==> config.mk <==
export PLATFORM = sky130hd
export DESIGN_NAME = simon_sound
export DESIGN_NICKNAME = d
export VERILOG_FILES = /design/src/rtl/simon_pkg.sv /design/src/rtl/tone_gen.sv /design/src/rtl/simon_sound.sv
export SDC_FILE = /design/constraint.sdc
export NUM_CORES = 1
export LEC_CHECK = 0
export CAP_MARGIN = 10
export CELL_PAD_IN_SITES_DETAIL_PLACEMENT = 1
export CELL_PAD_IN_SITES_GLOBAL_PLACEMENT = 2
export CORE_MARGIN = 5
export CORE_UTILIZATION = 41
export CTS_BUF_LIST = sky130_fd_sc_hd__clkbuf_4
export CTS_CLUSTER_SIZE = 12
export DETAILED_ROUTE_END_ITERATION = 16
export HOLD_SLACK_MARGIN = 0.05
export PLACE_DENSITY = 0.88
export SLEW_MARGIN = 0
export SYNTH_ARGS = -nofsm -noshare
export SYNTH_HDL_FRONTEND = slang
export SYNTH_SLANG_ARGS = --single-unit
==> constraint.sdc <==
create_clock -name clk -period 5.8 [get_ports clk]
set_input_delay 1.16 -clock clk [delete_from_list [all_inputs] [get_ports clk]]
set_output_delay 1.16 -clock clk [all_outputs]
set_load 0.02 [all_outputs]
==> src/rtl/simon_pkg.sv <==
`default_nettype none
// ============================================================================
// Package : simon_pkg
// Tone and jingle encodings, tone frequencies, jingle tables and the
// half-period helper shared by simon_sound and tone_gen.
// Rev     : 1.0 - initial release
// ============================================================================
package simon_pkg;

   typedef enum logic [2:0] {T0, T1, T2, T3, TL, SIL} tone_e;
   typedef enum logic [1:0] {WIN, LOSE, HS} jingle_e;
   typedef enum logic [0:0] {IDLE, JINGLE} state_e;

   localparam int unsigned c_f_t0_hz = 415;
   localparam int unsigned c_f_t1_hz = 310;
   localparam int unsigned c_f_t2_hz = 252;
   localparam int unsigned c_f_t3_hz = 209;
   localparam int unsigned c_f_tl_hz = 42;

   function automatic int unsigned half_period(input int unsigned clk_hz,
                                               input int unsigned f_hz);
      int unsigned hp;
      hp = clk_hz / (2 * f_hz);
      return (hp == 0) ? 32'd1 : hp;
   endfunction

   // Larger value wins when triggers collide or arrive mid-jingle.
   function automatic logic [1:0] jingle_prio(input jingle_e j);
      logic [1:0] p;
      case (j)
         LOSE:    p = 2'd2;
         WIN:     p = 2'd1;
         default: p = 2'd0;
      endcase
      return p;
   endfunction

   function automatic logic [2:0] jingle_len(input jingle_e j);
      logic [2:0] n;
      case (j)
         WIN:     n = 3'd4;
         LOSE:    n = 3'd3;
         default: n = 3'd5;
      endcase
      return n;
   endfunction

   function automatic tone_e jingle_tone(input jingle_e j, input logic [2:0] slot);
      tone_e t;
      case (j)
         WIN:     t = (slot <= 3'd3) ? tone_e'(slot) : SIL;
         LOSE:    t = TL;
         HS:      t = slot[0] ? SIL : T0;
         default: t = SIL;
      endcase
      return t;
   endfunction

endpackage
`default_nettype wire

==> src/rtl/tone_gen.sv <==
`default_nettype none
// ============================================================================
// Module  : tone_gen
// Square-wave generator: half-period counter plus toggle register driven by
// a tone code. A tone change restarts the count without disturbing the level.
// Rev     : 1.0 - initial release
// ============================================================================
module tone_gen
   import simon_pkg::*;
#(
   parameter int unsigned CLK_FREQ_HZ = 50_000_000
) (
   input  logic  clk,
   input  logic  rst_n,
   input  tone_e tone_i,
   output logic  spk_o
);

   localparam int unsigned c_hp_t0 = half_period(CLK_FREQ_HZ, c_f_t0_hz);
   localparam int unsigned c_hp_t1 = half_period(CLK_FREQ_HZ, c_f_t1_hz);
   localparam int unsigned c_hp_t2 = half_period(CLK_FREQ_HZ, c_f_t2_hz);
   localparam int unsigned c_hp_t3 = half_period(CLK_FREQ_HZ, c_f_t3_hz);
   localparam int unsigned c_hp_tl = half_period(CLK_FREQ_HZ, c_f_tl_hz);
   // TL is the lowest pitch, so its half-period bounds the counter.
   localparam int unsigned c_cw    = (c_hp_tl > 1) ? $clog2(c_hp_tl) : 1;

   tone_e            tone_q;
   logic [c_cw-1:0]  cnt_q;
   logic             spk_q;
   logic [c_cw-1:0]  hp_m1;

   always_comb begin
      case (tone_q)
         T0:      hp_m1 = c_cw'(c_hp_t0 - 1);
         T1:      hp_m1 = c_cw'(c_hp_t1 - 1);
         T2:      hp_m1 = c_cw'(c_hp_t2 - 1);
         T3:      hp_m1 = c_cw'(c_hp_t3 - 1);
         TL:      hp_m1 = c_cw'(c_hp_tl - 1);
         default: hp_m1 = '0;
      endcase
   end

   always_ff @(posedge clk or negedge rst_n) begin
      if (!rst_n) begin
         tone_q <= SIL;
         cnt_q  <= '0;
         spk_q  <= 1'b0;
      end else if (tone_i != tone_q) begin
         tone_q <= tone_i;
         cnt_q  <= '0;
         if (tone_i == SIL) begin
            spk_q <= 1'b0;
         end
      end else if (tone_q == SIL) begin
         cnt_q <= '0;
         spk_q <= 1'b0;
      end else if (cnt_q == hp_m1) begin
         cnt_q <= '0;
         spk_q <= ~spk_q;
      end else begin
         cnt_q <= cnt_q + 1'b1;
      end
   end

   assign spk_o = spk_q;

endmodule
`default_nettype wire

==> src/rtl/simon_sound.sv <==
`default_nettype none
// ============================================================================
// Module  : simon_sound
// Simon audio back end: lamp tones, plus win/lose/high-score jingles when
// built with SIMON_SOUND_JINGLE_EN defined (lamp tones only otherwise).
// Rev     : 1.0 - initial release
// ============================================================================
module simon_sound
   import simon_pkg::*;
#(
   parameter int unsigned CLK_FREQ_HZ = 50_000_000,
   parameter int unsigned NOTE_CYCLES = 12_500_000
) (
   input  logic       clk,
   input  logic       rst_n,
   input  logic [1:0] butt_out,
   input  logic       butt_ena,
   input  logic       win,
   input  logic       lose,
   input  logic       hs,
   output logic       spk,
   output logic       busy
);

   tone_e lamp_tone;
   tone_e tone_d;

   always_comb begin
      lamp_tone = butt_ena ? tone_e'({1'b0, butt_out}) : SIL;
   end

`ifdef SIMON_SOUND_JINGLE_EN
   localparam int unsigned c_scw = (NOTE_CYCLES > 1) ? $clog2(NOTE_CYCLES) : 1;

   // Flag vectors are ordered {lose, win, hs}.
   logic [2:0]       lvl_q;
   logic [2:0]       prev_q;
   state_e           state_q, state_d;
   jingle_e          jingle_q, jingle_d;
   logic [2:0]       slot_q, slot_d;
   logic [c_scw-1:0] scnt_q, scnt_d;
   logic             busy_q;
   logic [2:0]       trig;
   logic             trig_any;
   jingle_e          trig_j;

   always_comb begin
      trig     = lvl_q & ~prev_q;
      trig_any = |trig;
      trig_j   = trig[2] ? LOSE : (trig[1] ? WIN : HS);
      state_d  = state_q;
      jingle_d = jingle_q;
      slot_d   = slot_q;
      scnt_d   = scnt_q;
      if (state_q == IDLE) begin
         if (trig_any) begin
            state_d  = JINGLE;
            jingle_d = trig_j;
            slot_d   = '0;
            scnt_d   = '0;
         end
      end else if (trig_any && (jingle_prio(trig_j) > jingle_prio(jingle_q))) begin
         jingle_d = trig_j;
         slot_d   = '0;
         scnt_d   = '0;
      end else if (scnt_q == c_scw'(NOTE_CYCLES - 1)) begin
         scnt_d = '0;
         if (slot_q == (jingle_len(jingle_q) - 3'd1)) begin
            state_d = IDLE;
            slot_d  = '0;
         end else begin
            slot_d = slot_q + 3'd1;
         end
      end else begin
         scnt_d = scnt_q + 1'b1;
      end
      // Selecting from next-state lets a new slot's tone start on its first edge.
      tone_d = (state_d == JINGLE) ? jingle_tone(jingle_d, slot_d) : lamp_tone;
   end

   always_ff @(posedge clk or negedge rst_n) begin
      if (!rst_n) begin
         lvl_q    <= '0;
         prev_q   <= '0;
         state_q  <= IDLE;
         jingle_q <= WIN;
         slot_q   <= '0;
         scnt_q   <= '0;
         busy_q   <= 1'b0;
      end else begin
         lvl_q    <= {lose, win, hs};
         prev_q   <= lvl_q;
         state_q  <= state_d;
         jingle_q <= jingle_d;
         slot_q   <= slot_d;
         scnt_q   <= scnt_d;
         busy_q   <= (state_d == JINGLE);
      end
   end

   assign busy = busy_q;
`else
   logic unused_w;

   assign tone_d   = lamp_tone;
   assign busy     = 1'b0;
   assign unused_w = ^{win, lose, hs, NOTE_CYCLES[0]};
`endif

   tone_gen #(
      .CLK_FREQ_HZ(CLK_FREQ_HZ)
   ) u_tone_gen (
      .clk    (clk),
      .rst_n  (rst_n),
      .tone_i (tone_d),
      .spk_o  (spk)
   );

endmodule
`default_nettype wire
==> results of run 1 <==
metal layers:
| layer | routed length [microns] | up-vias |
|---|---|---|
| li1 | - | 594 |
| met1 | 1650 | 605 |
| met2 | 1700 | 17 |
| met3 | 86 | 8 |
| met4 | 65 | 0 |
| met5 | 0 | - |
logic make-up (layout without fill, tap and decap cells):
| kind of cell | count (synthesis) | after routing |
|---|---|---|
| fa+ha+maj | 1 | 1 |
| flops | 24 | 24 |
| compound gates | 27 | 27 |
| other cells | 1 | 1 |
| xor+xnor | 21 | 21 |
| buf+inv | 15 | 15 |
| simple gates | 78 | 78 |
metrics by stage:
stage,area [sq um],cells,power [mW],setup slack [ns]
CTS,1560,212,0.285,3.11
global route,1580,213,0.297,2.88
floorplan,1490,167,0.193,3.53
detailed placement,1530,208,0.202,2.82
finish,1580,213,0.284,3.13
global placement,1530,208,0.200,2.87
Yosys cell counts, drive strengths merged, types with 3 or more instances:
master | n | share of area
clkbuf | 3 | 0.0076
nor2 | 16 | 0.040
nand2 | 12 | 0.030
a21oi | 6 | 0.020
dfrtp | 22 | 0.37
buf | 7 | 0.035
xor2 | 14 | 0.082
xnor2 | 7 | 0.041
inv | 5 | 0.013
nand3 | 7 | 0.024
nor3b | 3 | 0.015
nand2b | 6 | 0.025
and3 | 5 | 0.021
and2 | 4 | 0.017
o21ai | 3 | 0.010
nor3 | 16 | 0.054
sequential cells by signal, summed over array words and instances, names as in the netlist:
register	count
u_tone_gen.spk_o	1
u_tone_gen.cnt_q	20
u_tone_gen.tone_q	3
worst max-delay path, cell delays in order (launching register included):
cell,delay (ns)
dfstp_2,0.71
nand3b_1,0.12
a211o_1,0.31
a211oi_2,0.22
o2111ai_1,0.17
nor2_1,0.87
nor3b_1,0.11
path summary, 6_finish.rpt:
| check | slack (ns) | to | from |
|---|---|---|---|
| max in group asynchronous | 4.13 | u_tone_gen.cnt_q[6] | rst_n |
| setup reg to reg | 3.13 | u_tone_gen.cnt_q[1] | u_tone_gen.tone_q[0] |
| setup / recovery | 3.13 | u_tone_gen.cnt_q[1] | u_tone_gen.tone_q[0] |
| hold / removal | 0.57 | u_tone_gen.spk_o | u_tone_gen.spk_o |
| min in group asynchronous | 1.18 | u_tone_gen.cnt_q[14] | rst_n |
| hold reg to reg | 0.57 | u_tone_gen.spk_o | u_tone_gen.spk_o |
layout make-up:
cell class / instances / area (sq um) / share of cell area
timing repair buffer: 6 / 65.1 / 0.0412
inverter: 5 / 18.8 / 0.0119
tap: 46 / 57.6 / 0.0365
clock buffer: 4 / 30.0 / 0.0190
multi-input combinational: 128 / 803 / 0.509
sequential: 24 / 603 / 0.382
power by group through the flow:
stage	Combinational, mW	Sequential (mW)	Clock (mW)
5_1_grt	0.0288	0.175	0.0931
4_1_cts	0.0245	0.174	0.0869
6_report	0.0251	0.174	0.0847
3_3_place_gp	0.0231	0.177	0
3_5_place_dp	0.0245	0.177	0
2_1_floorplan	0.0190	0.174	0
==> run_results.csv, run 1 <==
group,metric,value,unit
layout,drive_above_1_share,0.0479,
outcome,status,"finished, final reports clean",
synth,postSynthAreaPerCell,8.92,sq um
drt,first_iter_violations,59,
sta,setup_tns,0,ns
synth,ys_async_sr_fraction,1.00,
synth,yosysWarnings,0,
global_route,grtUsageMet3,0.0201,
setup_path,endpoint_kind,"register",
synth,synthMuxAreaShare,0,
drt,wl_per_cell,16.4,microns
synth,synth_cell_types,43,
drt,postRouteWirelength,3500,microns
power_and_ir_drop,p_sw,0.0720,mW
synth,syn_inst,167,
clock_tree,postCtsSetupRepairBufs,0,
clock_tree,ctsResizeCount,0,
floorplanning,die_x,70.3,microns
placed_design,place_hpwl,2450,microns
layout,diodes,0,
sta,rsz0062_at_grt,"no",
placed_design,gp_congestion,0.794,
global_route,grt_max_degree,25,
synth,ys_ff_latch,24,
synth,synth_compound_area_frac,0.133,
sta,period_share,0.460,
sta,worst_pin_slew,1.11,ns
sta,hold_ws,0.568,ns
synth,ys_seq_area_frac,0.405,
setup_path,worstSetupPathType,"register to register",
global_route,grtUsageTotal,0.155,
floorplanning,die_h,70.3,microns
synth,synth-simple-area-share,0.272,
power_and_ir_drop,power_frac_seq,0.613,
clock_tree,cts_sinks,24,
synth,synth_enable_flop_cells,0,
setup_path,required,5.97,ns
clock_tree,numCtsBuffers,3,
placed_design,portBuffers,5,
clock_tree,root_buffer,"clkbuf_4",
sta,slew_headroom,0.257,
global_route,grt_remaining_overflow,0,
global_route,met2_usage,0.258,
power_and_ir_drop,p_per_area,180,nW/um^2
power_and_ir_drop,ir_drop,0.0958,mV
run,cap_violations,0,
global_route,use_met1,0.207,
global_route,busiest_layer,"met2",
synth,synth_adder_area_share,0.00840,
layout,nets,177,
power_and_ir_drop,p_sw_frac,0.254,
clock_tree,cts_hold_buf,0,
layout,final_cell_mix,"dfrtp_1, nor3_1, nor2_1",
sta,worst_clock_skew,0.00914,ns
synth,ys.flop_type,"dfrtp_1",
sta,hold_viol,0,
setup_path,worstSetupStartpointType,"register",
sta,finalMaxSlewViolations,0,
sta,fmaxAchievable,0.375,GHz
power_and_ir_drop,clockPowerShare,0.298,
power_and_ir_drop,p_leak,0.618,nW
layout,fillCellCount,408,
floorplanning,rows,21,
drt,num_vias,1224,
setup_path,arrival,2.84,ns
clock_tree,clkTransAtPathRegs,0.13,ns
layout,final_common_cell,"dfrtp_1",
synth,synth_xor_area_frac,0.124,
sta,post-route-min-period,2.67,ns
drt,routed_via_density,5.75,
synth,synth_top_family_by_area,"simple AND/OR/NAND/NOR gates",
clock_tree,clock_path_buffers,2,
synth,syn-cell-area,1490,sq um
global_route,grt_pass1_vias,1246,
floorplanning,io_pins,10,
clock_tree,cts_max_level,1,
hold_path,hold_depth,2,
drt,postRouteAntennaNets,0,
drt,dr.pass1.iters,4,
layout,area.growth.synth_to_final,5.97,%
clock_tree,cts_tree,"done",
synth,syn_nets,176,
global_route,grt_pass1_wl,6240,microns
power_and_ir_drop,combinationalPowerShare,0.088,
power_and_ir_drop,p_int,0.212,mW
sta,setup_viol,0,
floorplanning,dieArea,4940,sq um
floorplanning,start_util,0.436,
drt,drcViolationCount,0,
hold_path,hold_class,"register to register",
layout,fin_util,0.462,
setup_path,reg2regPathDepth,6,
global_route,antenna_found_initial,0,
clock_tree,worstSkewPairLatency,0.32,ns
setup_path,cp_max_fo,14,
floorplanning,core,3420,sq um
(Power assumes the default switching activity.)
==> run 2, diff against run 1 <==
--- a/config.mk
+++ b/config.mk
@@ -9,12 +9,12 @@
 export CELL_PAD_IN_SITES_DETAIL_PLACEMENT = 1
 export CELL_PAD_IN_SITES_GLOBAL_PLACEMENT = 2
 export CORE_MARGIN = 5
-export CORE_UTILIZATION = 41
+export CORE_UTILIZATION = 34
 export CTS_BUF_LIST = sky130_fd_sc_hd__clkbuf_4
 export CTS_CLUSTER_SIZE = 12
 export DETAILED_ROUTE_END_ITERATION = 16
 export HOLD_SLACK_MARGIN = 0.05
-export PLACE_DENSITY = 0.88
+export PLACE_DENSITY = 0.78
 export SLEW_MARGIN = 0
 export SYNTH_ARGS = -nofsm -noshare
 export SYNTH_HDL_FRONTEND = slang
==> constraint.sdc (replaced) <==
create_clock -name clk -period 2.44 [get_ports clk]
set_input_delay 0.488 -clock clk [delete_from_list [all_inputs] [get_ports clk]]
set_output_delay 0.488 -clock clk [all_outputs]
set_load 0.02 [all_outputs]
==> run_results.csv, run 2 (synthesized netlist as in run 1, its figures left out) <==
group,metric,value,unit
clock_tree,postCtsSetupRepairBufs,0,
global_route,grtUsageTotal,0.134,
sta,post-route-min-period,2.21,ns
clock_tree,ctsResizeCount,0,
setup_path,endpoint_kind,"register",
sta,worst_clock_skew,0.0106,ns
setup_path,worstSetupPathType,"register to register",
sta,fmaxAchievable,0.452,GHz
drt,first_iter_violations,89,
setup_path,reg2regPathDepth,6,
power_and_ir_drop,p_per_area,410,nW/um^2
floorplanning,io_pins,10,
setup_path,endpoint,"u_tone_gen.spk_o",
layout,fillCellCount,527,
drt,routed_via_density,5.34,
floorplanning,die_h,76.2,microns
clock_tree,worstSkewPairLatency,0.32,ns
global_route,grt_remaining_overflow,0,
floorplanning,start_util,0.347,
floorplanning,dieArea,5800,sq um
placed_design,portBuffers,5,
clock_tree,clock_path_buffers,2,
floorplanning,rows,24,
placed_design,gp_congestion,0.802,
setup_path,r2r_slack,0.23,ns
clock_tree,cts_hold_buf,0,
layout,final_cell_mix,"dfrtp_1, nor3_1, nor2_1",
global_route,antenna_found_initial,0,
drt,num_vias,1197,
sta,setup_tns,0,ns
power_and_ir_drop,ir_drop,0.245,mV
clock_tree,numCtsBuffers,3,
floorplanning,core,4290,sq um
clock_tree,clkTransAtPathRegs,0.14,ns
clock_tree,cts_tree,"done",
global_route,grt_max_degree,25,
sta,hold_viol,0,
power_and_ir_drop,p_leak,0.638,nW
hold_path,hold_class,"input port to async pin",
drt,drcViolationCount,0,
sta,finalMaxSlewViolations,0,
setup_path,arrival,2.47,ns
drt,dr.pass1.iters,4,
setup_path,critPathLaunch,"u_tone_gen.tone_q[0]",
global_route,grt_pass1_wl,6340,microns
drt,postRouteWirelength,3640,microns
layout,drive_above_1_share,0.0698,
layout,layoutNonFillerInstCount,224,
layout,diodes,0,
global_route,grt_pass1_vias,1257,
outcome,status,"finished, final reports clean",
layout,largest_register,"u_tone_gen.cnt_q",
drt,postRouteAntennaNets,0,
layout,largest_register_ff_count,20,
sta,period_share,0.907,
setup_path,r2r_start,"u_tone_gen.tone_q[0]",
sta,rsz0062_at_grt,"no",
drt,wl_per_cell,16.3,microns
placed_design,place_hpwl,2690,microns
setup_path,required,2.70,ns
setup_path,worstSetupStartpointType,"register",
sta,setup_viol,0,
layout,final_common_cell,"dfrtp_1",
clock_tree,cts_sinks,24,
setup_path,timing.rr.end,"u_tone_gen.spk_o",
clock_tree,cts_max_level,1,
layout,area.growth.synth_to_final,8.24,%
run,cap_violations,0,
floorplanning,die_x,76.2,microns
placed_design,dp_cells,220,
layout,nets,182,
clock_tree,root_buffer,"clkbuf_4",
setup_path,cp_max_fo,14,
[run 2: cell types whose count changed in the layout (fill, tap and decap cells not counted)]
cell,change
buf_4,+6
buf_8,-1
clkbuf_4,-1
clkinv_1,+1
[run 2: through the flow]
step           instance area (sq um)  hold slack [ns]  power (mW)  setup WS (ns)   util
4_1_cts                         1610            0.514       0.672          0.227  0.375
3_3_place_gp                    1590            0.532       0.480          0.289  0.369
2_1_floorplan                   1490            0.192       0.458          0.445      -
5_1_grt                         1610            0.520       0.705         0.0767  0.375
3_5_place_dp                    1590            0.547       0.483          0.211  0.369
6_report                        1610            0.502       0.661          0.227  0.375
[run 2: layout make-up]
type / count / area, sq um / area share
Clock inverter: 1 / 3.75 / 0.00233
Timing Repair Buffer: 11 / 95.1 / 0.0590
Multi-Input combinational cell: 128 / 803 / 0.498
Sequential cell: 24 / 603 / 0.374
Tap cell: 52 / 65.1 / 0.0404
Inverter: 5 / 18.8 / 0.0116
Clock buffer: 3 / 22.5 / 0.0140
[run 2: how the worst min path moves through the flow]
stage                            to  slack [ns]  cells after the start
3_3_place_gp       u_tone_gen.spk_o        0.53                      2
5_1_grt        u_tone_gen.cnt_q[13]        0.52                      2
3_5_place_dp       u_tone_gen.spk_o        0.55                      2
6_report       u_tone_gen.cnt_q[10]        0.50                      2
4_1_cts        u_tone_gen.cnt_q[10]        0.51                      2
2_1_floorplan   u_tone_gen.cnt_q[0]        0.19                      0
[run 2: power breakdown]
group / leakage [nW] / switching (mW) / internal [mW] / total (mW)
logic: 0.295 / 0.0340 / 0.0268 / 0.0608
clock network: 0.0154 / 0.126 / 0.0600 / 0.186
registers: 0.327 / 0.0112 / 0.403 / 0.414
[run 2: worst max-delay path: stages, from the launching register on]
cell and delay, ns:
dfstp_2 0.71, nand3b_1 0.13, a211o_1 0.31, a211oi_2 0.22, o2111ai_1 0.18, or4_1 0.44, a21oi_1 0.15
[run 2: routing by layer]
layer,part of all wire,global-route usage
met1,0.47,0.178
met2,0.49,0.217
met3,0.017,0.0225
met4,0.018,0.0472
met5,0,0
